[src/rtl/calc_pkg.sv]
// Shared types and sizing helpers for the calculator ALU sequencer.
package calc_pkg;

  localparam int DATA_WIDTH_DEF = 16;

  // Width of an iteration counter that must reach w-1.
  function automatic int cnt_width(input int w);
    return (w > 2) ? $clog2(w) : 1;
  endfunction

  localparam int CNT_WIDTH = cnt_width(DATA_WIDTH_DEF);

  typedef enum logic [1:0] {
    OP_ADD  = 2'd0,
    OP_SUB  = 2'd1,
    OP_MUL  = 2'd2,
    OP_PASS = 2'd3
  } alu_op_t;

  typedef enum logic [1:0] {
    S_IDLE = 2'd0,
    S_EXEC = 2'd1,
    S_MUL  = 2'd2,
    S_DONE = 2'd3
  } seq_state_t;

  // Two's-complement overflow of an addition, from the three sign bits.
  function automatic logic add_overflow(input logic a_msb, input logic b_msb, input logic s_msb);
    return (a_msb == b_msb) && (s_msb != a_msb);
  endfunction

endpackage

[src/rtl/full_adder.sv]
// Ripple-style DATA_WIDTH-bit adder with carry in/out; the only arithmetic unit of the sequencer.
module full_adder #(
  parameter int DATA_WIDTH = 16
) (
  input  logic [DATA_WIDTH-1:0] a,
  input  logic [DATA_WIDTH-1:0] b,
  input  logic                  cin,
  output logic [DATA_WIDTH-1:0] sum,
  output logic                  cout
);

  // Single wide addition; the carry out is the extra top bit.
  always_comb begin
    {cout, sum} = {1'b0, a} + {1'b0, b} + {{DATA_WIDTH{1'b0}}, cin};
  end

endmodule

[src/rtl/adder_sequencer.sv]
// Multi-cycle ALU controller: sequences one shared adder for ADD, SUB, PASS and
// shift-add MUL behind valid/ready handshakes, one transaction in flight.
module adder_sequencer
  import calc_pkg::*;
#(
  parameter int DATA_WIDTH = DATA_WIDTH_DEF
) (
  input  logic                  clk,
  input  logic                  rst,
  input  logic                  in_valid,
  output logic                  in_ready,
  input  logic [1:0]            in_op,
  input  logic [DATA_WIDTH-1:0] in_a,
  input  logic [DATA_WIDTH-1:0] in_b,
  output logic                  out_valid,
  input  logic                  out_ready,
  output logic [DATA_WIDTH-1:0] out_result,
  output logic                  out_c,
  output logic                  out_v,
  output logic                  out_z
);

  localparam int CW = cnt_width(DATA_WIDTH);
  localparam logic [CW-1:0] LAST_CNT = CW'(DATA_WIDTH - 1);
  localparam logic [CW-1:0] CNT_ONE  = CW'(1);
  localparam logic [DATA_WIDTH-1:0] ZERO = {DATA_WIDTH{1'b0}};
  localparam int MSB = DATA_WIDTH - 1;

  seq_state_t            state_r, state_nxt_s;
  alu_op_t               op_r;
  logic [DATA_WIDTH-1:0] a_r, b_r;      // b_r doubles as the shifting multiplier
  logic [DATA_WIDTH-1:0] mcand_r, acc_r;
  logic                  ovf_r;
  logic [CW-1:0]         cnt_r;

  logic [DATA_WIDTH-1:0] add_a_s, add_b_s, sum_s;
  logic                  add_cin_s, cout_s;
  logic [DATA_WIDTH-1:0] acc_nxt_s;
  logic                  ovf_nxt_s, exec_c_s, exec_v_s;

  assign in_ready = (state_r == S_IDLE);

  full_adder #(.DATA_WIDTH(DATA_WIDTH)) u_adder (
    .a   (add_a_s),
    .b   (add_b_s),
    .cin (add_cin_s),
    .sum (sum_s),
    .cout(cout_s)
  );

  // Steer the shared adder: operands in EXEC, accumulate step in MUL.
  always_comb begin
    add_a_s   = a_r;
    add_b_s   = b_r;
    add_cin_s = 1'b0;
    case (state_r)
      S_EXEC: begin
        case (op_r)
          OP_ADD: add_b_s = b_r;
          OP_SUB: begin
            add_b_s   = ~b_r;
            add_cin_s = 1'b1;
          end
          default: add_b_s = ZERO;
        endcase
      end
      S_MUL: begin
        add_a_s = acc_r;
        add_b_s = mcand_r;
      end
      default: add_cin_s = 1'b0;
    endcase
  end

  // One shift-add step and the EXEC flags derived from the adder output.
  always_comb begin
    if (b_r[0]) begin
      acc_nxt_s = sum_s;
    end else begin
      acc_nxt_s = acc_r;
    end
    // Overflow if a kept partial carries out, or a set mcand MSB will be shifted out
    // while multiplier bits remain.
    ovf_nxt_s = ovf_r | (b_r[0] & cout_s) | (mcand_r[MSB] & (|b_r[DATA_WIDTH-1:1]));
    if (op_r == OP_PASS) begin
      exec_c_s = 1'b0;
      exec_v_s = 1'b0;
    end else begin
      exec_c_s = cout_s;
      exec_v_s = add_overflow(add_a_s[MSB], add_b_s[MSB], sum_s[MSB]);
    end
  end

  // Next-state logic for the transaction sequencer.
  always_comb begin
    state_nxt_s = state_r;
    case (state_r)
      S_IDLE: begin
        if (in_valid) begin
          state_nxt_s = (in_op == OP_MUL) ? S_MUL : S_EXEC;
        end else begin
          state_nxt_s = S_IDLE;
        end
      end
      S_EXEC: state_nxt_s = S_DONE;
      S_MUL: begin
        if (cnt_r == LAST_CNT) begin
          state_nxt_s = S_DONE;
        end else begin
          state_nxt_s = S_MUL;
        end
      end
      S_DONE: begin
        if (out_ready) begin
          state_nxt_s = S_IDLE;
        end else begin
          state_nxt_s = S_DONE;
        end
      end
      default: state_nxt_s = S_IDLE;
    endcase
  end

  // State register.
  always_ff @(posedge clk) begin
    if (rst) begin
      state_r <= S_IDLE;
    end else begin
      state_r <= state_nxt_s;
    end
  end

  // Operand latches, MUL working registers and registered result/flags.
  always_ff @(posedge clk) begin
    if (rst) begin
      op_r       <= OP_ADD;
      a_r        <= ZERO;
      b_r        <= ZERO;
      mcand_r    <= ZERO;
      acc_r      <= ZERO;
      ovf_r      <= 1'b0;
      cnt_r      <= {CW{1'b0}};
      out_valid  <= 1'b0;
      out_result <= ZERO;
      out_c      <= 1'b0;
      out_v      <= 1'b0;
      out_z      <= 1'b0;
    end else begin
      case (state_r)
        S_IDLE: begin
          if (in_valid) begin
            op_r    <= alu_op_t'(in_op);
            a_r     <= in_a;
            b_r     <= in_b;
            mcand_r <= in_a;
            acc_r   <= ZERO;
            ovf_r   <= 1'b0;
            cnt_r   <= {CW{1'b0}};
          end
        end
        S_EXEC: begin
          out_result <= sum_s;
          out_c      <= exec_c_s;
          out_v      <= exec_v_s;
          out_z      <= (sum_s == ZERO);
          out_valid  <= 1'b1;
        end
        S_MUL: begin
          acc_r   <= acc_nxt_s;
          ovf_r   <= ovf_nxt_s;
          mcand_r <= {mcand_r[DATA_WIDTH-2:0], 1'b0};
          b_r     <= {1'b0, b_r[DATA_WIDTH-1:1]};
          cnt_r   <= cnt_r + CNT_ONE;
          if (cnt_r == LAST_CNT) begin
            out_result <= acc_nxt_s;
            out_c      <= 1'b0;
            out_v      <= ovf_nxt_s;
            out_z      <= (acc_nxt_s == ZERO);
            out_valid  <= 1'b1;
          end
        end
        S_DONE: begin
          if (out_ready) begin
            out_valid <= 1'b0;
          end
        end
        default: out_valid <= 1'b0;
      endcase
    end
  end

endmodule

[config.mk]
export PLATFORM = sky130hd
export DESIGN_NAME = adder_sequencer
export DESIGN_NICKNAME = d
export VERILOG_FILES = /design/src/rtl/calc_pkg.sv /design/src/rtl/full_adder.sv /design/src/rtl/adder_sequencer.sv
export SDC_FILE = /design/constraint.sdc
export NUM_CORES = 1
export LEC_CHECK = 0
export ABC_CLOCK_PERIOD_IN_PS = 6100
export BUFFER_PORTS_ARGS = -buffer_cell sky130_fd_sc_hd__buf_2
export CAP_MARGIN = 25
export CORE_UTILIZATION = 30
export CTS_BUF_LIST = sky130_fd_sc_hd__clkbuf_8
export DETAILED_ROUTE_END_ITERATION = 8
export SYNTH_ARGS = -nofsm -noshare
export SYNTH_HDL_FRONTEND = slang
export SYNTH_SLANG_ARGS = --single-unit
export TNS_END_PERCENT = 20
[constraint.sdc]
create_clock -name clk -period 6.1 [get_ports clk]
set_input_delay 1.525 -clock clk [delete_from_list [all_inputs] [get_ports clk]]
set_output_delay 1.525 -clock clk [all_outputs]
set_load 0.02 [all_outputs]
* Yosys cells after proc, flatten, opt, wreduce, memory -nomap -nowiden *
Cells that the tools add are included.

operators by class
  $add $sub $neg = 3
  equality and inequality tests = 12
  muxes and demuxes = 34
  bitwise gates (word level) = 5
  reductions and logical operators = 13

operators by type and width
  operator               count
  $pmux W16 S2           6
  $mux W16               6
  $logic_not A16 Y1      2
  $add A16 B16 Y17       1
  $add A17 B1 Y17        1
  $not A16 Y16           1
  $reduce_or A15 Y1      1
  $mux W1                11
  $eq A2 B2 Y1 const B   4
  $pmux W1 S2            4
  $pmux W2 S4            1
  $pmux W4 S2            1
  $mux W2                3
  $ne A2 B2 Y1 const B   3
  $reduce_and A2 Y1      3
  $add A4 B1 Y4 const B  1
  $eq A2 B1 Y1 const B   2
  $eq A4 B4 Y1 const B   1
  $logic_not A2 Y1       2
  $mux W4                1
  $reduce_bool A2 Y1     2
  $pmux W1 S3            1
  $reduce_and A3 Y1      1
  $reduce_bool A3 Y1     1
  5 further kinds        7

word-level totals
  bits in registers = 93
  bits of input ports = 38
  output and inout bits = 21
  logic and storage cells = 80

* Depth between registers and ports, before layout *
  depth after elaboration = 10
  gate-level depth with buffers = 20
  depth with buffers taken out = 17

* Modules after synthesis *
From an unflattened synthesis, not the netlist that was laid out.

second synthesis, totals
  cell total of the unflattened synthesis = 610
  area total of the unflattened synthesis = 5165.0 um^2

modules (own cells, without submodules)
  module           instances  cells each  area an instance (um^2)
  adder_sequencer  1          519         4438.0
  full_adder       1          91          726.9

* Least setup slack after synthesis *
No wires, ideal clock.

  path type = register to register
  start point = register state_r[0]
  end point = register out_z
  setup time = 116 ps
  arrival = 4345 ps
  slack = 1639 ps
  stages on the path, launching flop included = 19
  path buffers = 3
  period minus slack after synthesis = 4461 ps
  path through = dfxtp_1 > inv_1 > ha_1 > clkbuf_1 > clkbuf_1 > buf_1 > mux2_2 > fa_1 > inv_1 > fa_1 > nor2b_4 > o311ai_2 > a211oi_2 > a2111o_1 > a211o_1 > a221oi_2 > nand4bb_1 > o31ai_1 > a31o_1

on the way
  longest elaborated chain between the ends = 8
  elaborated cells on any way between the ends = 15
  those cells by class = add/sub (2); eq/ne (3); mux (6); reduce/logical (4)

ends and longest elaborated chain
  what                                                 RTL line                                       source
  start: declaration                                   adder_sequencer.sv:29                          seq_state_t state_r, state_nxt_s;
  start signal: assignment                             adder_sequencer.sv:129                         state_r <= state_nxt_s;
  $eq A2 B2 Y1 / $eq A2 B1 Y1 (equally long branches)  adder_sequencer.sv:56, adder_sequencer.sv:149
  $pmux W16 S2 / $mux W16 (equally long branches)      adder_sequencer.sv:56                          case (state_r)
  $add A16 B16 Y17                                     full_adder.sv:14                               {cout, sum} = {1'b0, a} + {1'b0, b} + {{DATA_WIDTH{1'b0}}, cin};
  $add A17 B1 Y17                                      full_adder.sv:14
  $mux W16                                             adder_sequencer.sv:77                          if (b_r[0]) begin
  $logic_not A16 Y1                                    adder_sequencer.sv:178                         out_z <= (acc_nxt_s == ZERO);
  $mux W1                                              adder_sequencer.sv:174                         if (cnt_r == LAST_CNT) begin
  $pmux W1 S2                                          adder_sequencer.sv:149                         case (state_r)
  end signal: assignment                               adder_sequencer.sv:165                         out_z <= (sum_s == ZERO);
  end signal: assignment                               adder_sequencer.sv:178
  end: declaration                                     adder_sequencer.sv:20                          output logic out_z

Parallel ways exist; a longest one is shown, timed or not. The select of a mux whose other input is x is not followed.
A chain may end at the register's enable or synchronous reset.

* Worst setup path in the final report *
  start point = register state_r[0]
  end point = register out_result[15]

on the way
  longest elaborated chain between the ends = 7
  elaborated cells on any way between the ends = 13
  those cells by class = add/sub (2); eq/ne (3); mux (6); reduce/logical (2)

ends and longest elaborated chain
  what                                                 RTL line                                       source
  $eq A2 B2 Y1 / $eq A2 B1 Y1 (equally long branches)  adder_sequencer.sv:56, adder_sequencer.sv:149
  $pmux W16 S2 / $mux W16 (equally long branches)      adder_sequencer.sv:56
  $add A16 B16 Y17                                     full_adder.sv:14
  $add A17 B1 Y17                                      full_adder.sv:14
  $mux W16                                             adder_sequencer.sv:77
  $mux W16                                             adder_sequencer.sv:174
  $pmux W16 S2                                         adder_sequencer.sv:149
  end signal: assignment                               adder_sequencer.sv:162                         out_result <= sum_s;
  end signal: assignment                               adder_sequencer.sv:175                         out_result <= acc_nxt_s;
  end: declaration                                     adder_sequencer.sv:17                          output logic [DATA_WIDTH-1:0] out_result,

Parallel ways exist; a longest one is shown, timed or not. The select of a mux whose other input is x is not followed.

==> Implementation_results.wiki <==
{| class="wikitable"
! Metric !! Value
|-
| Result of the run || complete, no violations
|-
| Detailed Place HPWL || 11000 µm
|-
| Height of the die || 134 µm
|-
| Synthesized netlist net count || 719
|-
| Signed area change from the synthesized netlist to the final layout || 13.3%
|-
| Residual DRC count || 0
|-
| Startpoint of the worst hold path || out_result[1]
|-
| Unrepaired setup endpoints after global routing || no
|-
| Clock tree buffer depth || 2
|-
| Post-synth EDFFs || 0
|-
| Clock Skews || 0.0114 ns
|-
| Synth unique cells || 57
|-
| Final-report setup violation count || 0
|-
| Starting density of the core || 0.311
|-
| X dimension of the die || 134 µm
|-
| Via count of the first global-routing pass || 4531
|-
| Hold-critical path endpoint || out_result[1]
|-
| Sink Count || 93
|-
| Max Fclk || 217 MHz
|-
| Cell count of the worst reg-to-reg path || 14
|-
| Vias || 4918
|-
| Worst endpoint required time || 6.42 ns
|-
| Syn Std Cell Area || 5240 µm²
|-
| Accumulated negative setup slack || 0 ns
|-
| Final hold vios || 0
|-
| Endpoint of the worst register-to-register path || out_result[15]
|-
| Highest-count cells in the layout ignoring fill and taps || sky130_fd_sc_hd__nand2_1 (96), sky130_fd_sc_hd__dfxtp_1 (93), sky130_fd_sc_hd__nor2_1 (87)
|-
| Setup slack at placement || 1.43 ns
|-
| Max H-tree Level || 3
|-
| Drt total wl || 15100 µm
|-
| Maximum number of pins on one net before global-route repair || 54
|-
| Post-route setup slack || 1.49 ns
|-
| Fraction of layout cells with a size suffix above 1 || 0.161
|-
| Synthesis warning total || 0
|-
| Dominant synthesized flop cell || sky130_fd_sc_hd__dfxtp_1
|-
| Total overflow reported by the global router || 0
|-
| Number of flip-flops and latches in the synthesized netlist || 93
|-
| Number of vias per cell after detailed routing || 5.33
|-
| Global routing usage summed across all routing layers || 0.173
|-
| First-pass GRT wire length || 24500 µm
|-
| PostCTS Resize Cnt || 0
|-
| Startpoint types || flop
|-
| Kind of critical path || reg -> reg
|-
| Cell leakage power || 2.35 nW
|-
| First DRT Iteration DRCs || 342
|-
| Setup repair bufs after CTS || 0
|-
| Drt pass-1 iters || 5
|-
| Period utilisation layout || 0.756
|-
| Placeable core region || 16800 µm²
|-
| Time the worst path needs with I/O delays and setup || 4.61 ns
|-
| Final estimated routing congestion in global placement || 0.893
|-
| Arrival time of the worst setup path || 4.93 ns
|-
| Power density over the cells || 252 nW/µm²
|-
| Worst reg-to-reg setup slack || 1.49 ns
|-
| Worst-path maximum fanout || 41
|-
| DIE AREA || 18000 µm²
|-
| Number of nets with antenna violations after routing || 0
|-
| Worst-case vdd ir drop || 0.122 mV
|-
| Path type of the worst min-delay path || reg -> reg
|-
| Most common cell after layout, fill and taps aside || sky130_fd_sc_hd__nand2_1
|-
| Clk_lat worst skew || 0.39 ns
|-
| Per-instance average area after synthesis || 7.95 µm²
|-
| Placement row count || 47
|-
| Endpoint class of the critical path || flop
|-
| Post-synthesis cell count || 659
|-
| Initial antenna violation count || 0
|-
| Seq/Total Area, Yosys || 0.356
|-
| Count of cells along the worst hold path || 2
|-
| Count of antenna diodes in the layout || 0
|-
| Max_slew headroom || 0.351
|-
| Cts-stage hold buffer count || 0
|-
| Max-capacitance violation count || 0
|-
| Fraction of synthesis flops using an asynchronous set or reset pin || 0
|-
| Total clock buffers created by CTS || 9
|-
| Reg clk slew, reported paths || 0.10 ns
|-
| Final layout net count || 757
|-
| Wirelength per Cell || 16.4 µm
|-
| Least-Margin Pin Slew || 0.974 ns
|-
| Source of the worst register-to-register timing path || state_r[0]
|-
| I/O Buffers || 58
|-
| Number of slew-limit violations in the final report || 0
|-
| Number of top-level pins || 59
|-
| Library cell used as clock root buffer || sky130_fd_sc_hd__clkbuf_8
|-
| Clock tree from TritonCTS || built
|}
[routing by layer]
metal,global-route usage,share of wire,up-vias
met5,0,0,-
met4,0.0418,0.016,0
li1,-,-,2458
met3,0.0435,0.054,20
met2,0.252,0.41,137
met1,0.252,0.52,2303
[Yosys cell counts (all sizes together) (3+ instances only)]
cell type / instances / area [µm²]
a22oi: 18 / 135
a22o: 16 / 140
nand3: 4 / 20.0
nor4: 5 / 31.3
mux2i: 19 / 190
a211o: 3 / 27.5
nand4: 5 / 31.3
xnor2: 8 / 70.1
ha: 20 / 250
nor2: 87 / 327
nand2b: 5 / 31.3
clkbuf: 37 / 139
a21o: 6 / 45.0
nand2: 96 / 360
dfxtp: 93 / 1860
xor2: 3 / 26.3
a21oi: 57 / 285
mux2: 19 / 214
inv: 17 / 63.8
nor3: 16 / 80.1
and3: 3 / 18.8
o21ai: 27 / 135
a311oi: 11 / 96.3
buf: 4 / 15.0
and2: 3 / 18.8
or2: 3 / 18.8
o31ai: 4 / 30.0
a211oi: 24 / 185
o211ai: 5 / 37.5
o22ai: 11 / 68.8
[report_power, final]
| group | switching, mW | internal, mW | leakage (nW) |
|---|---|---|---|
| Clock | 0.236 | 0.200 | 0.100 |
| Sequential | 0.0357 | 0.648 | 0.762 |
| Combinational | 0.230 | 0.141 | 1.48 |
[cell families (layout without fill, tap and decap cells)]
kind of cell | count (synthesis) | after routing | synth area share
buf+inv | 59 | 102 | 0.0423
flops | 93 | 93 | 0.356
xor+xnor | 11 | 11 | 0.0184
simple gates | 239 | 239 | 0.198
compound gates | 197 | 197 | 0.253
mux | 38 | 38 | 0.0772
fa+ha+maj | 22 | 22 | 0.0554
[how the worst max path moves through the flow]
stage                     startpoint             end  slack [ns]  depth (start not counted)
after floorplan           state_r[0]           out_z        1.64                         18
after global placement    state_r[0]           out_z        1.50                         16
after detailed placement  state_r[0]           out_z        1.43                         16
after CTS                 state_r[0]           out_z        1.41                         16
after global routing      state_r[0]  out_result[15]        1.07                         16
final                     state_r[0]  out_result[15]        1.49                         14
[final cells by class]
cell class	count	area, µm²
fillers	1849	10900
multi-input cells	507	3160
flip-flops and latches	93	1860
repair buffers	68	365
well taps	220	275
clock buffers	10	138
inverters	18	67.6
clock inverters	6	62.6
[critical path, stage by stage (launching register included)]
cell and delay [ns]:
sky130_fd_sc_hd__dfxtp_1 0.34, sky130_fd_sc_hd__inv_1 0.09, sky130_fd_sc_hd__ha_2 0.59, sky130_fd_sc_hd__buf_4 0.59, sky130_fd_sc_hd__mux2_2 0.40, sky130_fd_sc_hd__ha_1 0.35, sky130_fd_sc_hd__and3_1 0.16, sky130_fd_sc_hd__a221oi_1 0.40
sky130_fd_sc_hd__a22oi_1 0.18, sky130_fd_sc_hd__o22ai_1 0.28, sky130_fd_sc_hd__o21ai_1 0.17, sky130_fd_sc_hd__xor2_1 0.32, sky130_fd_sc_hd__a21oi_1 0.15, sky130_fd_sc_hd__or3_1 0.38, sky130_fd_sc_hd__a21oi_1 0.12
[metrics by stage]
stage / hold slack, ns / instances / utilization / cell area [µm²] / total power [mW]
floorplan: 0.434 / 659 / - / 5240 / 0.954
global placement: 0.438 / 905 / 0.340 / 5720 / 1.06
detailed placement: 0.447 / 905 / 0.340 / 5720 / 1.06
CTS: 0.459 / 921 / 0.352 / 5920 / 1.49
global route: 0.472 / 922 / 0.353 / 5930 / 1.57
finish: 0.453 / 922 / 0.353 / 5930 / 1.49
[state kept, by name, summed over array words and instances (netlist names)]
register	cells
b_r	16
out_result	16
out_c	1
cnt_r	4
ovf_r	1
out_valid	1
acc_r	16
out_v	1
op_r	2
a_r	16
out_z	1
state_r	2
mcand_r	16
No activity file was read; power rests on OpenSTA's default activity.
